<file path="src/rtl/mips_issue_pkg.sv">
// Shared decode constants, field helpers and issue-stage state encoding.
// Imported by the ID issue stage, its hazard detector and the IF/ID interface.
package mips_issue_pkg;

    localparam logic [5:0] OP_RTYPE    = 6'b000000;
    localparam logic [5:0] OP_SPECIAL2 = 6'b011100;
    localparam logic [5:0] OP_J        = 6'b000010;
    localparam logic [5:0] OP_BEQ      = 6'b000100;
    localparam logic [5:0] OP_BNE      = 6'b000101;
    localparam logic [5:0] OP_LW       = 6'b100011;
    localparam logic [5:0] OP_SW       = 6'b101011;

    localparam int OPC_LSB = 26;
    localparam int RS_LSB  = 21;
    localparam int RT_LSB  = 16;
    localparam int RD_LSB  = 11;

    typedef enum logic [1:0] {
        RUN   = 2'd0,
        STALL = 2'd1,
        HALT  = 2'd2
    } state_t;

    function automatic logic [5:0] f_opc(input logic [31:0] ins);
        return ins[OPC_LSB +: 6];
    endfunction

    function automatic logic [4:0] f_rs(input logic [31:0] ins);
        return ins[RS_LSB +: 5];
    endfunction

    function automatic logic [4:0] f_rt(input logic [31:0] ins);
        return ins[RT_LSB +: 5];
    endfunction

    function automatic logic [4:0] f_rd(input logic [31:0] ins);
        return ins[RD_LSB +: 5];
    endfunction

endpackage

</file>
<file path="src/rtl/id_issue_stage_if.sv">
// IF <-> ID link: slot-sorted fetch packet toward ID, hazard/redirect back to IF.
// master = IF side (drives packet), slave = ID side (drives hazard/redirects).
import mips_issue_pkg::*;

interface id_issue_stage_if;
    logic [31:0] program_counter;
    logic [31:0] instruction_i;
    logic [31:0] instruction_j;
    logic [31:0] instruction_r;
    logic        type_i;
    logic        type_j;
    logic        type_r;
    logic        finish;
    logic        hazard;
    logic        PCSrc;
    logic [31:0] add_result;
    logic        jump;
    logic [31:0] jump_dir;

    modport master (
        output program_counter, instruction_i, instruction_j,
        output instruction_r, type_i, type_j, type_r, finish,
        input  hazard, PCSrc, add_result, jump, jump_dir
    );

    modport slave (
        input  program_counter, instruction_i, instruction_j,
        input  instruction_r, type_i, type_j, type_r, finish,
        output hazard, PCSrc, add_result, jump, jump_dir
    );
endinterface

</file>
<file path="src/rtl/id_hazard_detect.sv">
// Combinational hazard check of the ID packet against the ID/EX register.
// Ports: ID slot fields (i_id_*), ID/EX fields (i_ex_*), o_stall_len 0/1/2.
import mips_issue_pkg::*;

module id_hazard_detect (
    input  logic       i_id_typ_i,
    input  logic       i_id_typ_j,
    input  logic       i_id_typ_r,
    input  logic [5:0] i_id_opc_i,
    input  logic [4:0] i_id_rs_i,
    input  logic [4:0] i_id_rt_i,
    input  logic [5:0] i_id_opc_j,
    input  logic [4:0] i_id_rs_j,
    input  logic [4:0] i_id_rt_j,
    input  logic [4:0] i_id_rs_r,
    input  logic [4:0] i_id_rt_r,
    input  logic       i_ex_typ_i,
    input  logic [5:0] i_ex_opc_i,
    input  logic [4:0] i_ex_rt_i,
    input  logic       i_ex_typ_r,
    input  logic [5:0] i_ex_opc_r,
    input  logic [4:0] i_ex_rd_r,
    output logic [1:0] o_stall_len
);

    logic w_br;
    logic w_ld;
    logic w_alu;
    logic w_lu_i;
    logic w_lu_r;
    logic w_br_ld;
    logic w_br_alu;

    assign w_br = i_id_typ_j &&
        (i_id_opc_j == OP_BEQ || i_id_opc_j == OP_BNE);

    assign w_ld = i_ex_typ_i && i_ex_opc_i == OP_LW &&
        i_ex_rt_i != 5'd0;

    assign w_alu = i_ex_typ_r && i_ex_rd_r != 5'd0 &&
        (i_ex_opc_r == OP_RTYPE || i_ex_opc_r == OP_SPECIAL2);

    // i-slot rt is only read by a store; for loads it is the destination.
    assign w_lu_i = i_id_typ_i && (i_id_rs_i == i_ex_rt_i ||
        (i_id_opc_i == OP_SW && i_id_rt_i == i_ex_rt_i));

    assign w_lu_r = i_id_typ_r &&
        (i_id_rs_r == i_ex_rt_i || i_id_rt_r == i_ex_rt_i);

    assign w_br_ld = w_br && w_ld &&
        (i_id_rs_j == i_ex_rt_i || i_id_rt_j == i_ex_rt_i);

    assign w_br_alu = w_br && w_alu &&
        (i_id_rs_j == i_ex_rd_r || i_id_rt_j == i_ex_rd_r);

    always_comb begin
        o_stall_len = 2'd0;
        priority case (1'b1)
            w_br_ld: o_stall_len = 2'd2;
            (w_ld && (w_lu_i || w_lu_r)): o_stall_len = 2'd1;
            w_br_alu: o_stall_len = 2'd1;
            default: o_stall_len = 2'd0;
        endcase
    end

endmodule

</file>
<file path="src/rtl/id_issue_stage.sv">
// Dual-issue ID stage: IF/ID register, beq/bne/j resolution, stalls, ID/EX.
// Ports: clk, btnc_i (sync reset), fe (IF link), rf_*, ex_*, halted;
// ID_ISSUE_PERF_CNT_EN adds stall_count/flush_count.
import mips_issue_pkg::*;

module id_issue_stage #(
    parameter logic [31:0] HALT_PC = 32'h0000004C
) (
    input  logic        clk,
    input  logic        btnc_i,
    id_issue_stage_if.slave fe,
    output logic [4:0]  rf_ra1,
    output logic [4:0]  rf_ra2,
    input  logic [31:0] rf_rd1,
    input  logic [31:0] rf_rd2,
    output logic [31:0] ex_instruction_i,
    output logic [31:0] ex_instruction_r,
    output logic        ex_type_i,
    output logic        ex_type_r,
    output logic [31:0] ex_pc,
    output logic        ex_valid,
`ifdef ID_ISSUE_PERF_CNT_EN
    output logic [15:0] stall_count,
    output logic [15:0] flush_count,
`endif
    output logic        halted
);

    logic [31:0] r_pc;
    logic [31:0] r_ins_i;
    logic [31:0] r_ins_j;
    logic [31:0] r_ins_r;
    logic        r_typ_i;
    logic        r_typ_j;
    logic        r_typ_r;
    logic        r_fin;

    logic [31:0] r_ex_ins_i;
    logic [31:0] r_ex_ins_r;
    logic        r_ex_typ_i;
    logic        r_ex_typ_r;
    logic [31:0] r_ex_pc;
    logic        r_ex_valid;

    state_t      r_state;
    state_t      w_nxt;
    logic [1:0]  r_stall_cnt;
    logic [1:0]  w_cnt_nxt;

    logic        w_pkt;
    logic        w_halt;
    logic [1:0]  w_len;
    logic [5:0]  w_opc_j;
    logic        w_is_br;
    logic        w_is_j;
    logic        w_taken;
    logic [31:0] w_p4;
    logic [31:0] w_off;
    logic [31:0] w_br_tgt;
    logic [31:0] w_j_tgt;
    logic        w_hazard;
    logic        w_pcsrc;
    logic        w_jump;
    logic        w_issue;
    logic        w_hold;

    assign w_pkt   = r_typ_i | r_typ_j | r_typ_r;
    assign w_halt  = !btnc_i && r_state != HALT &&
        ((w_pkt && r_pc == HALT_PC) || r_fin);

    assign w_opc_j = f_opc(r_ins_j);
    assign w_is_br = r_typ_j && (w_opc_j == OP_BEQ || w_opc_j == OP_BNE);
    assign w_is_j  = r_typ_j && w_opc_j == OP_J;
    assign w_taken = (w_opc_j == OP_BEQ) ? (rf_rd1 == rf_rd2)
                                         : (rf_rd1 != rf_rd2);

    assign w_p4     = r_pc + 32'd4;
    assign w_off    = {{14{r_ins_j[15]}}, r_ins_j[15:0], 2'b00};
    assign w_br_tgt = w_p4 + w_off;
    assign w_j_tgt  = {w_p4[31:28], r_ins_j[25:0], 2'b00};

    // Branch operands take the read ports; otherwise the i-slot does.
    assign rf_ra1 = w_is_br ? f_rs(r_ins_j) : f_rs(r_ins_i);
    assign rf_ra2 = w_is_br ? f_rt(r_ins_j) : f_rt(r_ins_i);

    id_hazard_detect u_haz (
        .i_id_typ_i (r_typ_i),
        .i_id_typ_j (r_typ_j),
        .i_id_typ_r (r_typ_r),
        .i_id_opc_i (f_opc(r_ins_i)),
        .i_id_rs_i  (f_rs(r_ins_i)),
        .i_id_rt_i  (f_rt(r_ins_i)),
        .i_id_opc_j (w_opc_j),
        .i_id_rs_j  (f_rs(r_ins_j)),
        .i_id_rt_j  (f_rt(r_ins_j)),
        .i_id_rs_r  (f_rs(r_ins_r)),
        .i_id_rt_r  (f_rt(r_ins_r)),
        .i_ex_typ_i (r_ex_typ_i),
        .i_ex_opc_i (f_opc(r_ex_ins_i)),
        .i_ex_rt_i  (f_rt(r_ex_ins_i)),
        .i_ex_typ_r (r_ex_typ_r),
        .i_ex_opc_r (f_opc(r_ex_ins_r)),
        .i_ex_rd_r  (f_rd(r_ex_ins_r)),
        .o_stall_len(w_len)
    );

    always_ff @(posedge clk) begin
        if (btnc_i) begin
            r_state     <= RUN;
            r_stall_cnt <= 2'd0;
        end else begin
            r_state     <= w_nxt;
            r_stall_cnt <= w_cnt_nxt;
        end
    end

    // The detecting RUN cycle is the first stall cycle; the counter
    // covers the remaining ones spent in STALL.
    always_comb begin
        w_nxt     = r_state;
        w_cnt_nxt = r_stall_cnt;
        w_hazard  = 1'b0;
        w_pcsrc   = 1'b0;
        w_jump    = 1'b0;
        w_issue   = 1'b0;
        if (!btnc_i) begin
            case (r_state)
                RUN: begin
                    if (w_halt) begin
                        w_nxt = HALT;
                    end else if (w_pkt && w_len != 2'd0) begin
                        w_hazard = 1'b1;
                        if (w_len == 2'd2) begin
                            w_nxt     = STALL;
                            w_cnt_nxt = 2'd1;
                        end
                    end else if (w_pkt) begin
                        w_pcsrc = w_is_br && w_taken;
                        w_jump  = w_is_j;
                        w_issue = !(w_is_br && w_taken) && !w_is_j;
                    end
                end
                STALL: begin
                    if (w_halt) begin
                        w_nxt = HALT;
                    end else begin
                        w_hazard  = 1'b1;
                        w_cnt_nxt = r_stall_cnt - 2'd1;
                        if (r_stall_cnt == 2'd1) begin
                            w_nxt = RUN;
                        end
                    end
                end
                HALT: begin
                    w_nxt = HALT;
                end
                default: begin
                    w_nxt = RUN;
                end
            endcase
        end
    end

    assign w_hold = w_hazard || r_state == HALT;

    always_ff @(posedge clk) begin
        if (btnc_i || w_pcsrc || w_jump) begin
            r_pc    <= 32'd0;
            r_ins_i <= 32'd0;
            r_ins_j <= 32'd0;
            r_ins_r <= 32'd0;
            r_typ_i <= 1'b0;
            r_typ_j <= 1'b0;
            r_typ_r <= 1'b0;
            r_fin   <= 1'b0;
        end else if (!w_hold) begin
            r_pc    <= fe.program_counter;
            r_ins_i <= fe.instruction_i;
            r_ins_j <= fe.instruction_j;
            r_ins_r <= fe.instruction_r;
            r_typ_i <= fe.type_i;
            r_typ_j <= fe.type_j;
            r_typ_r <= fe.type_r;
            r_fin   <= fe.finish;
        end
    end

    always_ff @(posedge clk) begin
        if (btnc_i || !w_issue) begin
            r_ex_ins_i <= 32'd0;
            r_ex_ins_r <= 32'd0;
            r_ex_typ_i <= 1'b0;
            r_ex_typ_r <= 1'b0;
            r_ex_pc    <= 32'd0;
            r_ex_valid <= 1'b0;
        end else begin
            r_ex_ins_i <= r_ins_i;
            r_ex_ins_r <= r_ins_r;
            r_ex_typ_i <= r_typ_i;
            r_ex_typ_r <= r_typ_r;
            r_ex_pc    <= r_pc;
            r_ex_valid <= 1'b1;
        end
    end

`ifdef ID_ISSUE_PERF_CNT_EN
    logic [15:0] r_stall_count;
    logic [15:0] r_flush_count;

    always_ff @(posedge clk) begin
        if (btnc_i) begin
            r_stall_count <= 16'd0;
            r_flush_count <= 16'd0;
        end else if (r_state != HALT) begin
            if (w_hazard && r_stall_count != 16'hFFFF) begin
                r_stall_count <= r_stall_count + 16'd1;
            end
            if ((w_pcsrc || w_jump) && r_flush_count != 16'hFFFF) begin
                r_flush_count <= r_flush_count + 16'd1;
            end
        end
    end

    assign stall_count = r_stall_count;
    assign flush_count = r_flush_count;
`endif

    assign fe.hazard     = w_hazard;
    assign fe.PCSrc      = w_pcsrc;
    assign fe.add_result = w_pcsrc ? w_br_tgt : 32'd0;
    assign fe.jump       = w_jump;
    assign fe.jump_dir   = w_jump ? w_j_tgt : 32'd0;

    assign ex_instruction_i = r_ex_ins_i;
    assign ex_instruction_r = r_ex_ins_r;
    assign ex_type_i        = r_ex_typ_i;
    assign ex_type_r        = r_ex_typ_r;
    assign ex_pc            = r_ex_pc;
    assign ex_valid         = r_ex_valid;
    assign halted           = r_state == HALT;

endmodule

</file>
<file path="src/flat_wrapper.sv">
// flat-port wrapper written by rule: the top's interface ports become plain ports
module id_issue_stage_flat 
#(
    parameter logic [31:0] HALT_PC = 32'h0000004C
)
  (clk, btnc_i, rf_ra1, rf_ra2, rf_rd1, rf_rd2, ex_instruction_i, ex_instruction_r, ex_type_i, ex_type_r, ex_pc, ex_valid, halted, fe_program_counter, fe_instruction_i, fe_instruction_j, fe_instruction_r, fe_type_i, fe_type_j, fe_type_r, fe_finish, fe_hazard, fe_PCSrc, fe_add_result, fe_jump, fe_jump_dir);
  id_issue_stage_if fe_i ();
  input  logic clk;
  input  logic btnc_i;
  output logic [4:0] rf_ra1;
  output logic [4:0] rf_ra2;
  input  logic [31:0] rf_rd1;
  input  logic [31:0] rf_rd2;
  output logic [31:0] ex_instruction_i;
  output logic [31:0] ex_instruction_r;
  output logic ex_type_i;
  output logic ex_type_r;
  output logic [31:0] ex_pc;
  output logic ex_valid;
  output logic halted;
  input wire logic [$bits(fe_i.program_counter)-1:0] fe_program_counter;
  input wire logic [$bits(fe_i.instruction_i)-1:0] fe_instruction_i;
  input wire logic [$bits(fe_i.instruction_j)-1:0] fe_instruction_j;
  input wire logic [$bits(fe_i.instruction_r)-1:0] fe_instruction_r;
  input wire logic [$bits(fe_i.type_i)-1:0] fe_type_i;
  input wire logic [$bits(fe_i.type_j)-1:0] fe_type_j;
  input wire logic [$bits(fe_i.type_r)-1:0] fe_type_r;
  input wire logic [$bits(fe_i.finish)-1:0] fe_finish;
  output wire logic [$bits(fe_i.hazard)-1:0] fe_hazard;
  output wire logic [$bits(fe_i.PCSrc)-1:0] fe_PCSrc;
  output wire logic [$bits(fe_i.add_result)-1:0] fe_add_result;
  output wire logic [$bits(fe_i.jump)-1:0] fe_jump;
  output wire logic [$bits(fe_i.jump_dir)-1:0] fe_jump_dir;
  assign fe_i.program_counter = fe_program_counter;
  assign fe_i.instruction_i = fe_instruction_i;
  assign fe_i.instruction_j = fe_instruction_j;
  assign fe_i.instruction_r = fe_instruction_r;
  assign fe_i.type_i = fe_type_i;
  assign fe_i.type_j = fe_type_j;
  assign fe_i.type_r = fe_type_r;
  assign fe_i.finish = fe_finish;
  assign fe_hazard = fe_i.hazard;
  assign fe_PCSrc = fe_i.PCSrc;
  assign fe_add_result = fe_i.add_result;
  assign fe_jump = fe_i.jump;
  assign fe_jump_dir = fe_i.jump_dir;
  id_issue_stage #(.HALT_PC(HALT_PC)) u_core (.clk(clk), .btnc_i(btnc_i), .fe(fe_i), .rf_ra1(rf_ra1), .rf_ra2(rf_ra2), .rf_rd1(rf_rd1), .rf_rd2(rf_rd2), .ex_instruction_i(ex_instruction_i), .ex_instruction_r(ex_instruction_r), .ex_type_i(ex_type_i), .ex_type_r(ex_type_r), .ex_pc(ex_pc), .ex_valid(ex_valid), .halted(halted));
endmodule
</file>
<file path="config.mk">
export PLATFORM = sky130hd
export DESIGN_NAME = id_issue_stage_flat
export DESIGN_NICKNAME = d
export VERILOG_FILES = /design/src/rtl/mips_issue_pkg.sv /design/src/rtl/id_issue_stage_if.sv /design/src/rtl/id_hazard_detect.sv /design/src/rtl/id_issue_stage.sv /design/src/flat_wrapper.sv
export SDC_FILE = /design/constraint.sdc
export NUM_CORES = 1
export LEC_CHECK = 0
export BUFFER_PORTS_ARGS = -buffer_cell sky130_fd_sc_hd__buf_2
export CAP_MARGIN = 0
export CELL_PAD_IN_SITES_DETAIL_PLACEMENT = 2
export CELL_PAD_IN_SITES_GLOBAL_PLACEMENT = 2
export CORE_MARGIN = 2
export CORE_UTILIZATION = 32
export DETAILED_ROUTE_END_ITERATION = 10
export HOLD_SLACK_MARGIN = 0.15
export PLACE_DENSITY = 0.95
export SYNTH_ARGS = -nofsm -noshare
export SYNTH_HDL_FRONTEND = slang
export SYNTH_SLANG_ARGS = --single-unit
</file>
<file path="constraint.sdc">
create_clock -name clk -period 6.6 [get_ports clk]
set_input_delay 1.32 -clock clk [delete_from_list [all_inputs] [get_ports clk]]
set_output_delay 1.32 -clock clk [all_outputs]
set_load 0.01 [all_outputs]
</file>
# Word level (Yosys, flattened, before mapping)
# Index checks and enable logic that the tools add are counted.
# word_totals
ff_bits,235
inputBits,198
output_inout_bits,177
word_cells,132
# op_classes
add_sub_neg,3
n_eq_ne,29
muxes,38
bitwise,2
n_reduce_logical,44
# op_table
cell,n
2-to-1 mux 32 bit,2
equality test 5 bit,8
"adder 32 x 3 -> 32 bit, second input constant",1
adder 32 bit,1
equality test 32 bit,1
"equality test 32 x 7 -> 1 bit, second input constant",1
inequality test 32 bit,1
2-to-1 mux 1 bit,23
logical AND 1 bit,20
2-to-1 mux 2 bit,8
"equality test 6 x 3 -> 1 bit, second input constant",2
"equality test 6 bit, second input constant",2
logical OR 1 bit,12
2-to-1 mux 5 bit,2
nonzero test 5 bit,2
"inequality test 3 x 1 -> 1 bit, second input constant",3
"equality test 6 x 2 -> 1 bit, second input constant",1
"equality test 6 x 5 -> 1 bit, second input constant",1
logical NOT 6 bit,1
"inequality test 2 bit, second input constant",3
one-hot mux 2 bit (3 select lines),1
AND reduction 5 bit,1
"equality test 2 x 1 -> 1 bit, second input constant",2
"equality test 2 bit, second input constant",2
9 further kinds,15

# Logic depth before layout (Yosys ltp)
# depth
ltp_word,17
depth_mapped,17
depth_no_buf,17

# Cells and area by module
# From an unflattened synthesis, not the netlist that was laid out.
# hier_totals
hier_cells,1340
hier_area_um2,11222.0
# modules_own_cells
module,n_inst,cells_per_inst,area_per_inst_um2,seq_area_each_um2
id_issue_stage,1,1254,10512.6,4704.5
id_hazard_detect,1,86,709.4,0.0

# Worst setup path after synthesis
# No wires, ideal clock.
# synth_timing
path_type,register -> output
start,register u_core.r_pc[4]
end,output fe_add_result[29]
t_arrival_ns,3.482
required_time_ns,5.280
setup_slack_ns,1.798
stages_incl_launch_ff,18
path_buffers,0
path_cell_list,dfxtp_1 > and3_1 > and2_1 > and3_1 > inv_1 > nor2_1 > nand3_1 > xnor2_1 > ha_1 > and3_1 > nand3_1 > a2111oi_0 > a211oi_1 > nor3_1 > a211o_1 > o21ai_0 > xor2_1 > nor2_1
# synth_between
elab_chain_len,8
word_cells_on_any_way,10
cone_classes,add/sub (2); eq/ne (1); mux (4); reduce/logical (3)
# synth_rtl
item,line_no,rtl
start: declaration,id_issue_stage.sv:29,logic [31:0] r_pc;
start signal: assignment,id_issue_stage.sv:177,r_pc <= fe.program_counter;
branches (longest 7 deep; another with adder 32 x 3 -> 32 bit),n/a,
2-to-1 mux 32 bit (*),id_issue_stage.sv:230,assign fe.add_result = w_pcsrc ? w_br_tgt : 32'd0;
end: declaration,flat_wrapper.sv:31,output wire logic [$bits(fe_i.add_result)-1:0] fe_add_result;
# Mark *: on every way between the ends.

# Final worst setup path
# layout_timing
start,register u_core.r_pc[4]
end,output fe_add_result[28]
# Same word-level chain as after synthesis.

==> impl_metrics.tcl <==
set metrics [dict create \
    dr.first_iter.drc_count 452 \
    setup_viol_count_final 0 \
    insertion_delay_ns 0.56 \
    timing.critical_path.fanout_max 7 \
    worst_ir_drop_vdd_mv 0.168 \
    global_route.usage.total_pct 26.8 \
    grt_pass1_wl_um 73000 \
    fillCellCount 3697 \
    design.core.area_um2 33700 \
    cts_inserted_buffers 27 \
    asyncSetResetFlopFracSynth_pct 0 \
    cts-htree-levels 1 \
    reg2reg_setup_slack_ns 2.19 \
    max-clock-path-buffers 3 \
    drt-pass1-iter-count 4 \
    syn-instance-count 1166 \
    ys.flop_type "dfxtp_1" \
    gp_congestion 0.863 \
    hold_class "flip-flop to flip-flop" \
    grt_remaining_overflow 0 \
    top_layer "met5" \
    area_growth_syn_to_layout_pct 28.7 \
    ff2ff_path_depth 9 \
    timing_worst_slew_pin_value_ns 1.20 \
    finalHoldViolations 0 \
    yosys-mux-area-fraction_pct 13.0 \
    route.detailed.drc 0 \
    drt-vias-per-instance 5.11 \
    synth_top_family_by_area "simple AND/OR/NAND/NOR gates" \
    timing.setup.tns_ns 0 \
    cts_post_setup_buffers_inserted 0 \
    mapped_avg_cell_area_um2 9.46 \
    port-buffer-count 372 \
    outcome "finished clean" \
    cts_root_buffer "clkbuf_16" \
    drtAntennaViolNets 0 \
    ranking_of_synthesized_cells_by_area "dfxtp_1, mux2i_1, and2_1, nor2_1, xor2_1" \
    largest_net_degree_at_the_start_of_global_routing 133 \
    cellLeakagePower_nw 7.44 \
    effective_utilization_at_floorplan_pct 32.7 \
    endpoint_kind "primary output" \
    startpoint_type "flip-flop" \
    synth-warning-count 0 \
    synth.top_cell.area_share_pct 42.7 \
    worstReg2RegEnd "u_core.r_ins_i[3]" \
    hpwl_um 35600 \
    synth_area_leader_cell "dfxtp_1" \
    grt_setup_unrepaired "no" \
    clock_sink_count 235 \
    post_synth_simple_gate_area_pct 21.4 \
    power_density_nw_per_um2 269 \
    crit_arrival_ns 4.98 \
    met2WireLength_um 25900 \
    drt-wirelength-per-cell_um 24.9 \
    clock.fmax_mhz 159 \
    synth-adder-area-share_pct 3.70 \
    fin_crit_sh_pct 95.4 \
    grt_antenna_before_repair 6 \
    die_x_um 190 \
    drv_cap 0 \
    timing.hold.worst_path_depth 1 \
    area_share_of_xor_xnor_cells_in_the_synthesized_design_pct 9.69 \
    hp-start "u_core.r_ins_i[6]" \
    design.die.area_um2 36000 \
    sequential_fraction_of_the_synthesis_area_pct 42.7 \
    cts_tree "yes" \
    critical_path.reg2reg.startpoint "u_core.r_pc[17]" \
    cts.reportedPaths.clkPinSlew_ns 0.06 \
    syn-cell-area_um2 11000 \
    timing_worst_setup_path_type "flip-flop to primary output" \
    min_to "u_core.ex_instruction_i[6]" \
    detailroute.via_count 10200 \
    postLayoutCoreUtil_pct 42.1 \
    synth_enable_flop_cells 0 \
    design.final.nets 1748 \
    synth_compound_area_share_pct 5.75 \
    cp_data_required_time_ns 5.28 \
    final_layout_size_suffix_gt1_share_pct 29.1 \
    die_height_um 190 \
    fin_worst_skew_ns 0.0265 \
    floorplan.io_pins 375 \
    report.final.slew_viol_count 0 \
    grt_pass1_vias 11600 \
    maxSlewHeadroom_pct 19.3 \
    wirelength_um 49600 \
    synth_seq_cells 235 \
    ys_types 62 \
    met1Wirelength_um 18300 \
    row_count 67 \
    routed-wl-met3_um 3310 \
    finalCriticalPeriod_ns 6.30 \
]
synthesized netlist by cell type (3+ instances only):
cell and count:
dfxtp_1 235, nor2_1 182, mux2i_1 131, and2_1 127, xor2_1 66, xnor2_1 56
ha_1 31, nor3_1 29, nand2_1 27, nand3_1 23, a21oi_1 22, buf_2 20
nor4_1 20, clkbuf_1 18, inv_1 18, o21ai_0 17, a21o_1 13, buf_4 11
mux2_2 11, nand4_1 10, and3_1 9, nand2b_1 8, buf_6 7, o21a_1 6
a211oi_1 5, a31oi_1 5, nor4b_1 5, a211o_1 4, and4_1 4, nor2b_1 4
a2111oi_0 3, or3_1 3
power breakdown:
group | leakage [nW] | internal (W) | total, W | switching (W)
Combinational | 5.05 | 0.000258 | 0.000603 | 0.000345
Clock | 0.459 | 0.000953 | 0.00160 | 0.000648
Sequential | 1.93 | 0.00151 | 0.00161 | 0.000105
Total | 7.44 | 0.00272 | 0.00382 | 0.00110
metrics by stage:
stage	cells	total power, W	area, µm²	hold WS, ns	setup slack, ns
final	1991	0.00382	14200	0.467	0.303
after floorplan	1167	0.00197	11000	0.429	1.80
after global routing	1990	0.00396	14200	0.493	0.0479
after detailed placement	1937	0.00222	13200	0.445	0.806
after global placement	1937	0.00217	13200	0.435	1.11
after CTS	1986	0.00384	14200	0.471	0.172
critical path: stages (launching register included):
cell and delay [ns]:
dfxtp_1 0.50, and3_1 0.24, and2_1 0.18, nand4_1 0.34, nor4_1 1.02, nand3_1 0.20
xnor2_1 0.18, ha_1 0.39, or2_2 0.34, nand3_1 0.09, a21o_1 0.14, a21boi_0 0.17
o21a_1 0.23, nor3_1 0.21, buf_2 0.18
cell usage in the layout, fill, tap and decap left out, drive strengths merged, types with 5 or more instances in the layout:
master    n
xor2     66
and2    127
buf     381
mux2     11
ha       31
a211oi    5
a21o     13
nor4     20
dfxtp   235
clkbuf   40
a31oi     5
xnor2    56
inv      20
and3      9
nor4b     5
nor3     30
nand2b    8
diode     5
nand3    23
o21a      6
o21ai    19
a21oi    22
nor2    182
nand4    10
nand2    27
mux2i   131
cells by family (layout without fill, tap and decap cells):
group           count (synthesis)  in the layout
simple gates                  463            463
compound gates                 94             94
xor+xnor                      122            122
flops                         235            235
other cells                     1              7
buf+inv                        77            448
fa+ha+maj                      32             32
mux                           142            142
timing repair:
item / 4_1_cts / 5_1_grt
hold buffers: 0 / 0
gates resized for setup: 0 / 2
setup endpoints to repair: 0 / 2
hold endpoints to repair: 0 / 0
routing by layer:
metal  global-route usage [%]  vias up
li1                         -     4658
met1                     28.2     5042
met2                     50.9      374
met3                     6.53      103
met4                     11.1        2
met5                        0        -
layout make-up:
class	instances	area, µm²	share of cell area (%)
Sequential cell	235	4700	33.2
Multi-Input combinational cell	855	5950	41.9
Inverter	18	67.6	0.476
Clock inverter	9	141	0.997
Clock buffer	40	795	5.60
Timing Repair Buffer	381	1950	13.8
Tap cell	448	561	3.95
Antenna cell	5	12.5	0.0882
flip-flops by register name, indices dropped and copies added, names as in the netlist, 2 cells and up:
name	flops
u_core.r_ins_r	32
u_core.r_stall_cnt	2
u_core.r_state	2
u_core.r_pc	32
u_core.ex_pc	32
u_core.r_ins_i	32
u_core.r_ins_j	32
u_core.ex_instruction_r	32
u_core.ex_instruction_i	32
how the worst max path moves through the flow:
stage / to / start / slack [ns]
floorplan: fe_add_result[29] / u_core.r_pc[4] / 1.80
finish: fe_add_result[28] / u_core.r_pc[4] / 0.30
CTS: fe_add_result[29] / u_core.r_pc[4] / 0.17
detailed placement: fe_add_result[29] / u_core.r_pc[4] / 0.81
global placement: fe_add_result[4] / rf_rd2[30] / 1.11
global route: fe_add_result[29] / u_core.r_pc[4] / 0.05
Power figures use the tool's default switching activity.
